`src/rtl/alu_seq_pkg.sv`:
```
// rtl/alu_seq_pkg.sv - shared encodings for the alu_sequencer execution unit
// Instruction classes, ALU op codes, FSM states and instruction field positions.
package alu_seq_pkg;

    typedef enum logic [1:0] {
        CLS_ALU   = 2'b00,
        CLS_LOADI = 2'b01,
        CLS_NOP   = 2'b10,
        CLS_HALT  = 2'b11
    } cls_e;

    localparam logic [2:0] OP_ADD = 3'b000;
    localparam logic [2:0] OP_SUB = 3'b001;
    localparam logic [2:0] OP_AND = 3'b010;
    localparam logic [2:0] OP_OR  = 3'b011;
    localparam logic [2:0] OP_XOR = 3'b100;
    localparam logic [2:0] OP_NOT = 3'b101;
    localparam logic [2:0] OP_SHL = 3'b110;
    localparam logic [2:0] OP_SHR = 3'b111;

    typedef enum logic [1:0] {
        ST_IDLE   = 2'b00,
        ST_EXEC   = 2'b01,
        ST_WB     = 2'b10,
        ST_HALTED = 2'b11
    } state_e;

    localparam int CLS_MSB = 15;
    localparam int CLS_LSB = 14;
    localparam int OP_MSB  = 13;
    localparam int OP_LSB  = 11;
    localparam int RD_MSB  = 10;
    localparam int RD_LSB  = 8;
    localparam int RS1_MSB = 7;
    localparam int RS1_LSB = 5;
    localparam int RS2_MSB = 4;
    localparam int RS2_LSB = 2;
    localparam int IMM_MSB = 7;
    localparam int IMM_LSB = 0;

    function automatic cls_e cls_of(input logic [15:0] w);
        return cls_e'(w[CLS_MSB:CLS_LSB]);
    endfunction

endpackage

```
`src/rtl/alu_sequencer.sv`:
```
// rtl/alu_sequencer.sv - multi-cycle controller sequencing reg_file and alu
// Ports:
//   clk, reset (async, active-low)
//   instr_valid/instr/instr_ready : instruction handshake, ready only in IDLE
//   resume                        : leave HALTED
//   rf_load/rf_sel_w/rf_d         : reg_file write port (active only in WB)
//   rf_sel_r1/rf_sel_r2           : reg_file read selects (driven for EXEC)
//   alu_op, alu_result, alu_zero  : alu control and return
//   done, result, zero_flag, halted, retired : status
module alu_sequencer
    import alu_seq_pkg::*;
#(
    parameter int DATA_W = 8,
    parameter int ADDR_W = 3,
    parameter int CNT_W  = 16
) (
    input  logic              clk,
    input  logic              reset,
    input  logic              instr_valid,
    input  logic [15:0]       instr,
    output logic              instr_ready,
    input  logic              resume,
    output logic              rf_load,
    output logic [ADDR_W-1:0] rf_sel_w,
    output logic [DATA_W-1:0] rf_d,
    output logic [ADDR_W-1:0] rf_sel_r1,
    output logic [ADDR_W-1:0] rf_sel_r2,
    output logic [2:0]        alu_op,
    input  logic [DATA_W-1:0] alu_result,
    input  logic              alu_zero,
    output logic              done,
    output logic [DATA_W-1:0] result,
    output logic              zero_flag,
    output logic              halted,
    output logic [CNT_W-1:0]  retired
);

    state_e            state_q;
    logic [15:0]       instr_q;
    logic              rf_load_q;
    logic [ADDR_W-1:0] rf_sel_w_q;
    logic [DATA_W-1:0] rf_d_q;
    logic [ADDR_W-1:0] rf_sel_r1_q;
    logic [ADDR_W-1:0] rf_sel_r2_q;
    logic [2:0]        alu_op_q;
    logic              done_q;
    logic [DATA_W-1:0] result_q;
    logic              zero_q;
    logic              halted_q;
    logic [CNT_W-1:0]  retired_q;

    always_ff @(posedge clk or negedge reset) begin
        if (!reset) begin
            state_q     <= ST_IDLE;
            instr_q     <= '0;
            rf_load_q   <= 1'b0;
            rf_sel_w_q  <= '0;
            rf_d_q      <= '0;
            rf_sel_r1_q <= '0;
            rf_sel_r2_q <= '0;
            alu_op_q    <= '0;
            done_q      <= 1'b0;
            result_q    <= '0;
            zero_q      <= 1'b0;
            halted_q    <= 1'b0;
            retired_q   <= '0;
        end else begin
            done_q    <= 1'b0;
            rf_load_q <= 1'b0;
            case (state_q)
                ST_IDLE: begin
                    if (instr_valid) begin
                        instr_q <= instr;
                        case (cls_of(instr))
                            CLS_ALU: begin
                                // Read selects and op are registered here so they are stable for the whole EXEC cycle.
                                rf_sel_r1_q <= ADDR_W'(instr[RS1_MSB:RS1_LSB]);
                                rf_sel_r2_q <= ADDR_W'(instr[RS2_MSB:RS2_LSB]);
                                alu_op_q    <= instr[OP_MSB:OP_LSB];
                                state_q     <= ST_EXEC;
                            end
                            CLS_LOADI: begin
                                rf_load_q  <= 1'b1;
                                rf_sel_w_q <= ADDR_W'(instr[RD_MSB:RD_LSB]);
                                rf_d_q     <= DATA_W'(instr[IMM_MSB:IMM_LSB]);
                                state_q    <= ST_WB;
                            end
                            CLS_NOP: begin
                                done_q    <= 1'b1;
                                retired_q <= retired_q + CNT_W'(1);
                            end
                            default: begin
                                done_q    <= 1'b1;
                                retired_q <= retired_q + CNT_W'(1);
                                halted_q  <= 1'b1;
                                state_q   <= ST_HALTED;
                            end
                        endcase
                    end
                end
                ST_EXEC: begin
                    result_q   <= alu_result;
                    zero_q     <= alu_zero;
                    rf_load_q  <= 1'b1;
                    rf_sel_w_q <= ADDR_W'(instr_q[RD_MSB:RD_LSB]);
                    rf_d_q     <= alu_result;
                    state_q    <= ST_WB;
                end
                ST_WB: begin
                    // LOADI updates result but deliberately leaves zero_flag alone.
                    if (cls_of(instr_q) == CLS_LOADI) begin
                        result_q <= rf_d_q;
                    end
                    done_q    <= 1'b1;
                    retired_q <= retired_q + CNT_W'(1);
                    state_q   <= ST_IDLE;
                end
                ST_HALTED: begin
                    if (resume) begin
                        halted_q <= 1'b0;
                        state_q  <= ST_IDLE;
                    end
                end
                default: state_q <= ST_IDLE;
            endcase
        end
    end

    assign instr_ready = (state_q == ST_IDLE);
    assign rf_load     = rf_load_q;
    assign rf_sel_w    = rf_sel_w_q;
    assign rf_d        = rf_d_q;
    assign rf_sel_r1   = rf_sel_r1_q;
    assign rf_sel_r2   = rf_sel_r2_q;
    assign alu_op      = alu_op_q;
    assign done        = done_q;
    assign result      = result_q;
    assign zero_flag   = zero_q;
    assign halted      = halted_q;
    assign retired     = retired_q;

endmodule

```
`config.mk`:
```
export PLATFORM = sky130hd
export DESIGN_NAME = alu_sequencer
export DESIGN_NICKNAME = d
export VERILOG_FILES = /design/src/rtl/alu_seq_pkg.sv /design/src/rtl/alu_sequencer.sv
export SDC_FILE = /design/constraint.sdc
export NUM_CORES = 1
export LEC_CHECK = 0
export CAP_MARGIN = 40
export CORE_MARGIN = 2
export CORE_UTILIZATION = 50
export CTS_BUF_LIST = sky130_fd_sc_hd__clkbuf_16
export DETAILED_ROUTE_END_ITERATION = 16
export DONT_BUFFER_PORTS = 1
export GPL_ROUTABILITY_DRIVEN = 0
export HOLD_SLACK_MARGIN = 0.06
export PLACE_DENSITY_LB_ADDON = 0.2
export SKIP_LAST_GASP = 1
export SYNTH_ARGS = -nofsm -noshare
export SYNTH_HDL_FRONTEND = slang
export SYNTH_SLANG_ARGS = --single-unit
```
`constraint.sdc`:
```
create_clock -name clk -period 2.3 [get_ports clk]
set_input_delay 0.46 -clock clk [delete_from_list [all_inputs] [get_ports clk]]
set_output_delay 0.46 -clock clk [all_outputs]
set_load 0.005 [all_outputs]
```
# [Word-level counts from Yosys, hierarchy flattened]
# Cells that the tools add are included.
[word_totals] word_cells=67 ff_bits=66 out_inout_bits=49 in_bits=29
[classes] reduce_logical=15 n_addsub=1 n_eq_ne=13 muxes=25
[ops] operator="$mux 16" count=2
[ops] operator="$pmux 16 s2" count=1
[ops] operator="$pmux 8 s2" count=2
[ops] operator="$mux 8" count=3
[ops] operator="$add 16x1->16 const B" count=1
[ops] operator="$ne 2x2->1 const B" count=6
[ops] operator="$reduce_and 3->1" count=4
[ops] operator="$pmux 2 s4" count=1
[ops] operator="$reduce_bool 2->1" count=4
[ops] operator="$mux 1" count=7
[ops] operator="$eq 2x1->1 const B" count=3
[ops] operator="$eq 2x2->1 const B" count=3
[ops] operator="$mux 3" count=2
[ops] operator="$pmux 1 s2" count=3
[ops] operator="$pmux 2 s3" count=1
[ops] operator="$pmux 3 s2" count=1
[ops] operator="$logic_not 2->1" count=2
[ops] operator="$mux 2" count=2
[ops] operator="$reduce_and 2->1" count=2
[ops] operator="$reduce_and 4->1" count=1
[ops] operator="$reduce_or 3->1" count=1
[ops] operator="$ne 2x1->1 const B" count=1
[ops] operator="$reduce_or 2->1" count=1

# [Longest topological paths before layout]
# Gate-level depths: netlist (run 1).
[depth] word_depth=5 depth_mapped=7

# [Worst setup path after synthesis (run 1)]
# Ideal clock, no wire load.
[synth_timing] path_kind="register to register" start="reg retired_q[0] (netlist: retired[0])" end="reg retired_q[8] (netlist: retired[8])" path_stages_with_launch=5 path_slack_ps=866 setup_time_ps=126 arrival_ps=1308 period_less_slack_ps=1434 n_path_buf=0 t_required_ps=2174 path_cell_list="dfrtp_1 > ha_1 > nand3b_1 > or4_1 > xnor2_1"
[synth_via] elab_chain_cells=4
[synth_lines] item="from (decl)" line_no="alu_sequencer.sv:50" text="logic [CNT_W-1:0] retired_q;"
[synth_lines] item="from (signal assigned)" line_no="alu_sequencer.sv:90" text="retired_q <= retired_q + CNT_W'(1);"
[synth_lines] item="from (signal assigned)" line_no="alu_sequencer.sv:94" text="retired_q <= retired_q + CNT_W'(1);"
[synth_lines] item="from (signal assigned)" line_no="alu_sequencer.sv:115" text="retired_q <= retired_q + CNT_W'(1);"
[synth_lines] item="$add 16x1->16 (*)" line_no="alu_sequencer.sv:90, alu_sequencer.sv:94, alu_sequencer.sv:115"
[synth_lines] item="$mux 16"
[synth_lines] item="$mux 16" line_no="alu_sequencer.sv:72" text="if (instr_valid) begin"
[synth_lines] item="$pmux 16 s2 (*)" line_no="alu_sequencer.sv:70" text="case (state_q)"
# Every way passes the cells marked *; elsewhere a longest branch is shown, timed or not. The select of a mux whose other input is x is not followed.
# A chain may end at the register's enable or synchronous reset.

# [Worst setup path after layout (run 1)]
[layout_timing] start="reg state_q[0]" end="reg result_q[1] (netlist: result[1])"
[layout_via] elab_chain_cells=3
[layout_lines] item="from (decl)" line_no="alu_sequencer.sv:38" text="state_e state_q;"
[layout_lines] item="from (signal assigned)" line_no="alu_sequencer.sv:54" text="state_q <= ST_IDLE;"
[layout_lines] item="from (signal assigned)" line_no="alu_sequencer.sv:80" text="state_q <= ST_EXEC;"
[layout_lines] item="from (signal assigned)" line_no="alu_sequencer.sv:86" text="state_q <= ST_WB;"
[layout_lines] item="$eq 2x2->1 or $eq 2x1->1 (tied branches)" line_no="alu_sequencer.sv:70"
[layout_lines] item="$ne 2x2->1 (no source line) or $reduce_bool 2->1 (tied branches)"
[layout_lines] item="$reduce_and 2->1 (no source line)"
[layout_lines] item="to (signal assigned)" line_no="alu_sequencer.sv:102" text="result_q <= alu_result;"
[layout_lines] item="to (signal assigned)" line_no="alu_sequencer.sv:112" text="result_q <= rf_d_q;"
[layout_lines] item="to (decl)" line_no="alu_sequencer.sv:47" text="logic [DATA_W-1:0] result_q;"
# Several ways; a longest one is shown, not always the timed one.

==> summary.md, run 1 <==
| Metric | Value |
|---|---|
| Starting DRT DRC Count | 38 |
| Via count | 1497 |
| Worst-Margin Slew | roughly 0.55 ns |
| Top Ports | 78 |
| Slew Limit Fails | 0 |
| Root buf cell | clkbuf_16 |
| Drt drc | 0 |
| CTS Buf Count | 5 |
| Critical Path Source | state_q[0] |
| Critical path type | reg -> reg |
| #FFs+latches synth | 55 |
| Unique cell type count in the Yosys netlist | 35 |
| Final global-route overflow total | 0 |
| Clock Tree Buf Depth | 2 |
| Vias in the first global route | 1589 |
| Net switching power figure | around 0.85 mW |
| Seq/Total Area, Yosys | 55.8% |
| Post-synth net total | 230 |
| Final hold slack | between 0.2 and 0.3 ns |
| CTS tree | yes |
| IO Port Bufs | 0 |
| Final setup viols | 0 |
| Post-synthesis cell area | 2460 µm² |
| H-tree levels | 2 |
| Final HPWL DP | approximately 3300 µm |
| Worst EP required | 2.45 ns |
| Tmin final | between 1.5 and 2 ns |
| R2R Path Start | state_q[0] |
| Switch share | 30.5% |
| Finished Cell Area | around 2700 µm² |
| Final ANT Viol Nets | 0 |
| Slew margin rel. | 63.1% |
| Part of the power in registers | 55.2% |
| Post-CTS setup buffers | 0 |
| Average routed wire per standard cell | 16.9 µm |
| Data arrival, critical path | 1.86 ns |
| Combinational share of power | 19.1% |
| Antenna violations before repair | 0 |
| LEAKAGE | 1.19 nW |
| Max cap viols | 0 |
| Fillcell total | about 400 |
| Internal power | 1.93 mW |
| Syn_area_per_cell | 12.3 µm² |
| Peak Freq | 584 MHz |
| Share of layout cells above drive strength 1 | 17.5% |
| P&R area growth vs syn | 9.39% |
| First-pass DRT Iterations | 4 |
| Clock power share | 25.7% |
| Routed vias/inst | between 5 and 6 |
| CTS Hold Bufs | 2 |
| Clock slew at reported path FFs | 0.07 ns |
| Worst reg2reg setup slack | 0.59 ns |
| Die Area | 5510 µm² |
| Dpl cell area | roughly 2500 µm² |
| Clock Skews | 0.00530 ns |
| Synthesized instance count | 200 |
| Initial Util | a little over half |
| Die width | about 74 µm |
| Most common cell after layout, fill and taps aside | dfrtp_1 |
| Crit end category | flop |
| Final setup margin | between 0.5 and 0.6 ns |
| Gates resized, CTS repair | 0 |
| Ys Warns | 0 |
| Final period util | 74.5% |
| CP max FO | 16 |
| Worst min path class | in -> reg |
| # clock sinks | 55 |
| N_diodes | 0 |
| Total GRT Usage | 17.4% |
| Pwr dens | 1030 nW/µm² |
| Final wirelength | 4610 µm |
| Status | finished clean |
| Endpoints failing hold | 0 |
| Worst IR Drop VDD | around 0.00054 V |
| Pre-CTS setup slack | approximately 0.6 ns |
| CP startpoint kind | flop |
| Hold path start | resume |
| RSZ-0062 raised after global routing | false |
| Setup TNS | 0 ns |
| Core area | 4720 µm² |
| Largest net degree at the start of global routing | 56 |
| First-pass GRT wire length | 7320 µm |
| Chip height | 74.2 µm |
| Most frequent cells in the layout | 55 x dfrtp_1, 19 x mux2i_1, 18 x nand2_1 |
| Final Net Count | between 200 and 250 |
| Row Count | 25 |
| Clock Latency Late Sink | 0.28 ns |
==> layer usage <==
layer,wire length (µm),share of wire [%],vias up,GRT usage (%)
met1,1960,42,743,20.9
met4,26,0.56,0,5.16
met5,0,0,-,0
met3,462,10,2,7.72
li1,-,-,697,-
met2,2160,47,55,28.6
==> flip-flops by register name, summed over array words and instances (netlist names) <==
register / flops
rf_sel_r1: 3
instr_q: 5
rf_sel_r2: 3
zero_flag: 1
done: 1
retired: 16
result: 8
rf_d: 8
rf_sel_w: 3
alu_op: 3
halted: 1
state_q: 2
rf_load: 1
==> per-stage QoR <==
stage                     instances  power (mW)  utilization, %
after CTS                       273        2.81            57.1
after floorplan                 200        1.93               -
after global routing            273        2.95            57.1
after global placement          263        2.03            53.3
final                           273        2.78            57.1
after detailed placement        263        2.07            53.3
==> logic make-up after synthesis <==
kind of cell	count (synthesis)	synth area share, %
buffers and inverters	11	3.20
and+or+nand+nor	56	12.3
muxes	34	15.9
xor gates and xnor gates	15	5.33
DFF	55	55.8
AOI/OAI and AO/OA	28	6.90
adders and majority gates	1	0.508
==> worst max-delay path: stages, from the launching register on <==
cell and delay [ns]:
dfrtp_1 0.50, and2b_1 0.42, a31oi_4 0.50, o21ai_0 0.16
==> final cells by class <==
type                            instances  area, µm²  share of cell area, %
Clock buffer                            5        125                   4.64
Timing Repair Buffer                    6       67.6                   2.51
Sequential cell                        55       1380                   51.0
Tap cell                               67       83.8                   3.11
Clock inverter                          3       16.3                  0.603
Inverter                                3       11.3                  0.418
Multi-Input combinational cell        134       1020                   37.7
==> cell usage after synthesis <==
cell / count / area share [%]
nand4_1: 3 / 0.76
nor4b_1: 1 / 0.36
inv_1: 3 / 0.46
buf_2: 3 / 0.61
o21ai_0: 9 / 1.8
a31oi_4: 1 / 0.86
and2b_1: 1 / 0.30
buf_6: 4 / 1.8
buf_4: 1 / 0.30
a21oi_1: 13 / 2.6
o21ai_1: 1 / 0.20
mux2i_1: 19 / 7.7
and3_1: 2 / 0.51
nor2_1: 17 / 2.6
nand2_1: 18 / 2.7
ha_1: 1 / 0.51
mux2_2: 6 / 2.7
o21ai_2: 2 / 0.71
xnor2_1: 11 / 3.9
and2_1: 2 / 0.51
nor4_2: 1 / 0.51
and4_1: 1 / 0.36
nand2b_1: 1 / 0.25
xor2_1: 4 / 1.4
and4b_1: 1 / 0.41
a21oi_2: 1 / 0.36
or4_1: 1 / 0.30
a21o_1: 1 / 0.30
nor4b_4: 1 / 0.96
nand3b_1: 2 / 0.61
nand3_1: 2 / 0.41
dfrtp_1: 55 / 56
nand2_4: 1 / 0.46
mux2_4: 9 / 5.5
nor2b_1: 1 / 0.25
==> power by group through the flow <==
stage	registers, mW	logic, mW	clock network [mW]
floorplan	1.47	0.462	0
global placement	1.55	0.485	0
detailed placement	1.55	0.511	0
CTS	1.54	0.541	0.732
global route	1.57	0.603	0.776
finish	1.53	0.531	0.714
==> worst paths after layout <==
check                                    to  cells after the start
worst max-delay path              result[1]                      3
min in group asynchronous       retired[12]                      2
max in group asynchronous        retired[9]                      2
worst min register to register  retired[15]                      1
worst min-delay path             state_q[0]                      1
worst max register to register    result[1]                      3
Power figures use the tool's default switching activity.
==> inputs of run 2 (changes only) <==
clock period = 1.7 ns   (was 2.3 ns; I/O delays follow)
==> run 2 against run 1 <==
Effect of this change:
- core utilization rose by 1.5 points
- largest power group unchanged
- routed wire length rose by 1.8%
- non-clock buffer count rose by 2
- via count barely moved
- register-to-register slack got worse by 0.49 ns
- clock skew fell by 0.0030 ns
==> summary.md, run 2 (synthesis gave the netlist of run 1 again) <==
| Metric | Value |
|---|---|
| Worst EP required | 1.86 ns (was 2.45 ns) |
| Worst min path class | in -> reg (unchanged) |
| Critical path type | reg -> reg (unchanged) |
| Final Net Count | 237 (was 235) |
| Hold path start | resume (unchanged) |
| Final hold slack | 0.169 ns (was 0.281 ns) |
| Worst reg2reg setup slack | 0.1 ns (was 0.59 ns) |
| Average routed wire per standard cell | 17.1 µm (was 16.9 µm) |
| Clock Latency Late Sink | 0.28 ns (about the same) |
| P&R area growth vs syn | 12.3% (was 9.39%) |
| Routed vias/inst | 5.45 (was 5.48) |
| Post-CTS setup buffers | 0 (unchanged) |
| Met2 Use GR | 29.4% (was 28.6%) |
| R2R depth | 4 (was 3) |
| Most frequent cells in the layout | 55 x dfrtp_1, 19 x mux2i_1, 18 x nand2_1 (unchanged) |
| M3 GR Usage | 7.45% (was 7.72%) |
| R2R Path Start | retired[0] (was state_q[0]) |
| Starting DRT DRC Count | 44 (was 38) |
| IO Port Bufs | 0 (unchanged) |
| Final HPWL DP | 3440 µm (was 3340 µm) |
| GR Util met1 | 22.3% (was 20.9%) |
| Endpoints failing hold | 0 (unchanged) |
| Final ANT Viol Nets | 0 (unchanged) |
| N_diodes | 0 (unchanged) |
| Clock Tree Buf Depth | 2 (unchanged) |
| CP max FO | 4 (was 16) |
| Die width | 74.2 µm (unchanged) |
| Fillcell total | 389 (was 399) |
| Max FFs per register | 16 (unchanged) |
| Slew margin rel. | 70.0% (was 63.1%) |
| Slew Limit Fails | 0 (unchanged) |
| Peak Freq | 624 MHz (was 584 MHz) |
| Final period util | 94.3% (was 74.5%) |
| Setup TNS | 0 ns (unchanged) |
| Worst IR Drop VDD | 0.000737 V (was 0.000539 V) |
| Clock slew at reported path FFs | 0.06 ns (was 0.07 ns) |
| Top Ports | 78 (unchanged) |
| Die Area | 5510 µm² (unchanged) |
| Worst-Margin Slew | 0.450 ns (was 0.553 ns) |
| Root buf cell | clkbuf_16 (unchanged) |
| Final global-route overflow total | 0 (unchanged) |
| Row Count | 25 (unchanged) |
| Pwr dens | 1470 nW/µm² (was 1030 nW/µm²) |
| Final wirelength | 4690 µm (was 4610 µm) |
| Data arrival, critical path | 1.77 ns (was 1.86 ns) |
| Reg-to-reg endpoint | retired[8] (was result[1]) |
| Hold EP | state_q[0] (unchanged) |
| Vias in the first global route | 1583 (was 1589) |
| Max cap viols | 0 (unchanged) |
| First-pass GRT wire length | 7540 µm (was 7320 µm) |
| Total GRT Usage | 18.0% (was 17.4%) |
| Most common cell after layout, fill and taps aside | dfrtp_1 (unchanged) |
| LEAKAGE | 1.22 nW (was 1.19 nW) |
| Initial Util | 52.2% (unchanged) |
| Drt drc | 0 (unchanged) |
| Crit end category | flop (unchanged) |
| Hold path depth | 1 (unchanged) |
| Clock Skews | 0.00234 ns (was 0.00530 ns) |
| Core area | 4720 µm² (unchanged) |
| Via count | 1498 (was 1497) |
| Final setup viols | 0 (unchanged) |
| First-pass DRT Iterations | 4 (unchanged) |
| Design Power | 4.07 mW (was 2.78 mW) |
| Tmin final | 1.60 ns (was 1.71 ns) |
| CP startpoint kind | flop (unchanged) |
| Chip height | 74.2 µm (unchanged) |
| Largest net degree at the start of global routing | 56 (unchanged) |
| Antenna violations before repair | 0 (unchanged) |
| Status | finished clean (unchanged) |
| Share of layout cells above drive strength 1 | 18.8% (was 17.5%) |
| # clock sinks | 55 (unchanged) |
| CTS Buf Count | 5 (unchanged) |
| CTS tree | yes (unchanged) |
| H-tree levels | 2 (unchanged) |
| Busiest grt layer | met2 (unchanged) |
==> run 2: area by class of cell <==
class,count,area (µm²),share of cell area [%]
Timing Repair Buffer,8,82.6,2.98
Clock inverter,3,63.8,2.30
Clock buffer,5,125,4.52
Multi-Input combinational cell,134,1030,37.1
Inverter,3,11.3,0.407
Sequential cell,55,1380,49.7
Tap cell,67,83.8,3.03
==> run 2: power by group <==
group	total [mW]	switching (mW)	internal [mW]
sequential	2.07	0.379	1.69
clock	1.26	0.419	0.838
combinational	0.743	0.350	0.393
total	4.07	1.15	2.92
==> run 2: what timing repair did <==
action / in CTS / in global routing
setup endpoints to repair: 0 / 13
hold buffers: 2 / 0
resized for setup: 0 / 2
endpoints found under the hold margin: 55 / 0
==> run 2: worst max-delay path: stages, from the launching register on <==
cell	delay, ns
dfrtp_1	0.41
ha_1	0.22
nand3b_1	0.18
or4_1	0.53
xnor2_1	0.14
==> run 2: how the worst max path moves through the flow <==
stage	from	end	slack, ns
2_1_floorplan	retired[0]	retired[8]	0.27
4_1_cts	retired[0]	retired[10]	0.07
3_5_place_dp	state_q[0]	rf_sel_r1[0]	0.09
6_report	retired[0]	retired[8]	0.1
5_1_grt	retired[0]	retired[10]	-0.02
3_3_place_gp	state_q[0]	alu_op[2]	0.14
==> run 2: through the flow <==
stage          area (µm²)  std cells  worst slack [ns]  util [%]
6_report             2770        275            0.0962      58.6
5_1_grt              2770        275           -0.0198      58.6
2_1_floorplan        2460        200             0.266         -
3_5_place_dp         2530        265            0.0910      53.6
4_1_cts              2760        275            0.0737      58.4
3_3_place_gp         2530        265             0.142      53.6
==> run 2: routing by layer <==
layer	wire length, µm	vias to the layer above
met2	2310	53
met1	1920	728
li1	-	712
met4	46	0
met3	424	5
met5	0	-
==> inputs of run 3 (changes only) <==
CORE_UTILIZATION = 55   (was 50)
==> run 3 against run 2 <==
Effect of this change:
- fmax up 0.86%
- flip-flop and latch count unchanged
- sequential power about the same
- sequential share of layout area is 1.0 points higher
- design area fell by 2.0%
- clock power shrank 24%
- routed wire length up 1.6%
- worst setup slack improved by 0.014 ns
- global-route usage increased by 1.5 points
- power decreased by 7.1%
- critical path type unchanged
- highest routed layer unchanged
==> summary.md, run 3 (synthesis gave the netlist of run 1 again) <==
| Metric | Value |
|---|---|
| Status | finished clean (unchanged) |
| Worst EP required | 1.87 ns (was 1.86 ns) |
| Clock slew at reported path FFs | 0.06 ns (about the same) |
| Dpl cell area | 2530 µm² (about the same) |
| CP max-delay cell | or4_1 (unchanged) |
| Max FFs per register | 16 (unchanged) |
| Met2 Use GR | 32.1% (was 29.4%) |
| Row Count | 24 (was 25) |
| Pwr dens | 1390 nW/µm² (was 1470 nW/µm²) |
| First-pass GRT wire length | 7610 µm (was 7540 µm) |
| IO Port Bufs | 0 (unchanged) |
| Clock Tree Buf Depth | 2 (unchanged) |
| Worst-Margin Slew | 0.448 ns (was 0.450 ns) |
| Die width | 70.9 µm (was 74.2 µm) |
| Final HPWL DP | 3490 µm (was 3440 µm) |
| Final global-route overflow total | 0 (unchanged) |
| Die Area | 5030 µm² (was 5510 µm²) |
| Core area | 4320 µm² (was 4720 µm²) |
| M3 GR Usage | 8.97% (was 7.45%) |
| Drt drc | 0 (unchanged) |
| Largest net degree at the start of global routing | 56 (unchanged) |
| P&R area growth vs syn | 10.1% (was 12.3%) |
| RSZ-0062 raised after global routing | false |
| Final ANT Viol Nets | 0 (unchanged) |
| Final setup margin | 0.110 ns (was 0.0962 ns) |
| CTS Buf Count | 5 (unchanged) |
| Starting DRT DRC Count | 103 (was 44) |
| Chip height | 70.9 µm (was 74.2 µm) |
| Share of layout cells above drive strength 1 | 18.6% (was 18.8%) |
| Most frequent cells in the layout | 55 x dfrtp_1, 19 x mux2i_1, 18 x nand2_1 (unchanged) |
| CP max stage delay | 0.53 ns (about the same) |
| # clock sinks | 55 (unchanged) |
| Final Net Count | 239 (was 237) |
| Sequential Area | 1380 µm² (unchanged) |
| Via count | 1493 (was 1498) |
| Final setup viols | 0 (unchanged) |
| Busiest grt layer | met2 (unchanged) |
| Most common cell after layout, fill and taps aside | dfrtp_1 (unchanged) |
| Worst IR Drop VDD | 0.000739 V (was 0.000737 V) |
| Peak Freq | 629 MHz (was 624 MHz) |
| Final wirelength | 4770 µm (was 4690 µm) |
| Top Ports | 78 (unchanged) |
| Vias in the first global route | 1490 (was 1583) |
| Antenna violations before repair | 0 (unchanged) |
| Clock Skews | 0.00440 ns (was 0.00234 ns) |
| Routed vias/inst | 5.70 (was 5.45) |
| CTS tree | yes (unchanged) |
| Pre-CTS setup slack | 0.138 ns (was 0.0910 ns) |
| Setup TNS | 0 ns (unchanged) |
| CP max FO | 4 (unchanged) |
| Max cap viols | 0 (unchanged) |
| Initial Util | 57.0% (was 52.2%) |
| N_diodes | 0 (unchanged) |
| Data arrival, critical path | 1.76 ns (was 1.77 ns) |
| CP startpoint kind | flop (unchanged) |
| Crit end category | flop (unchanged) |
| Critical path type | reg -> reg (unchanged) |
| H-tree levels | 2 (unchanged) |
| Average routed wire per standard cell | 18.2 µm (was 17.1 µm) |
| Endpoints failing hold | 0 (unchanged) |
| Root buf cell | clkbuf_16 (unchanged) |
| Tmin final | 1.59 ns (was 1.60 ns) |
| Final hold slack | 0.164 ns (was 0.169 ns) |
| Fillcell total | 352 (was 389) |
| Finished Cell Area | 2710 µm² (was 2770 µm²) |
| Slew Limit Fails | 0 (unchanged) |
| First-pass DRT Iterations | 4 (unchanged) |
| Slew margin rel. | 70.1% (was 70.0%) |
| Area of the multi-input gates | 1020 µm² (was 1030 µm²) |
| GR Util met1 | 22.8% (was 22.3%) |
| Final period util | 93.5% (was 94.3%) |
| Worst min path class | in -> reg (unchanged) |
| Clock Latency Late Sink | 0.29 ns (was 0.28 ns) |
| CP cell instances | ha_1, nand3b_1, or4_1, xnor2_1 (unchanged) |
| LEAKAGE | 1.21 nW (was 1.22 nW) |
| Total GRT Usage | 19.5% (was 18.0%) |
[run 3: routing by layer]
layer  routed length [µm]  up-vias
li1                     -      702
met1                 1870      736
met4                   58        0
met5                    0        -
met2                 2430       48
met3                  411        7
[run 3: repair_timing]
action	in CTS	in global routing
endpoints found under the hold margin	55	0
hold buffers	2	0
buffers inserted	0	0
setup endpoints to repair	0	1
resized for setup	0	1
[run 3: power by group]
part | internal [mW] | switching (mW)
registers | 1.69 | 0.377
clock network | 0.533 | 0.426
logic | 0.400 | 0.351
total | 2.62 | 1.16
[run 3: layout make-up]
type	count	share of cell area (%)
clock inverters	3	0.461
inverters	3	0.415
repair buffers	10	3.60
well taps	52	2.40
flip-flops and latches	55	50.7
multi-input cells	134	37.8
clock buffers	5	4.61
[run 3: metrics by stage]
step	cells	total power [mW]	util (%)
after detailed placement	252	2.82	58.5
final	262	3.78	62.7
after CTS	262	3.82	62.5
after global placement	252	2.76	58.5
after global routing	262	4.01	62.7
after floorplan	200	2.61	-
[run 3: path summary, 6_finish.rpt]
kind	from	endpoint	slack [ns]	cells after the start
max in group asynchronous	reset	retired[5]	0.90	2
min	resume	state_q[0]	0.16	1
min in group asynchronous	reset	rf_sel_r1[1]	0.57	2
max reg2reg	retired[0]	retired[8]	0.11	4
max	retired[0]	retired[8]	0.11	4
min reg2reg	instr_q[10]	instr_q[10]	0.50	1
[run 3: critical path: cells and delay by family, from the launching register on]
kind | cells | cell delay (ns)
simple gates | 2 | 0.71
xor+xnor | 1 | 0.14
fa+ha+maj | 1 | 0.21
flops | 1 | 0.41
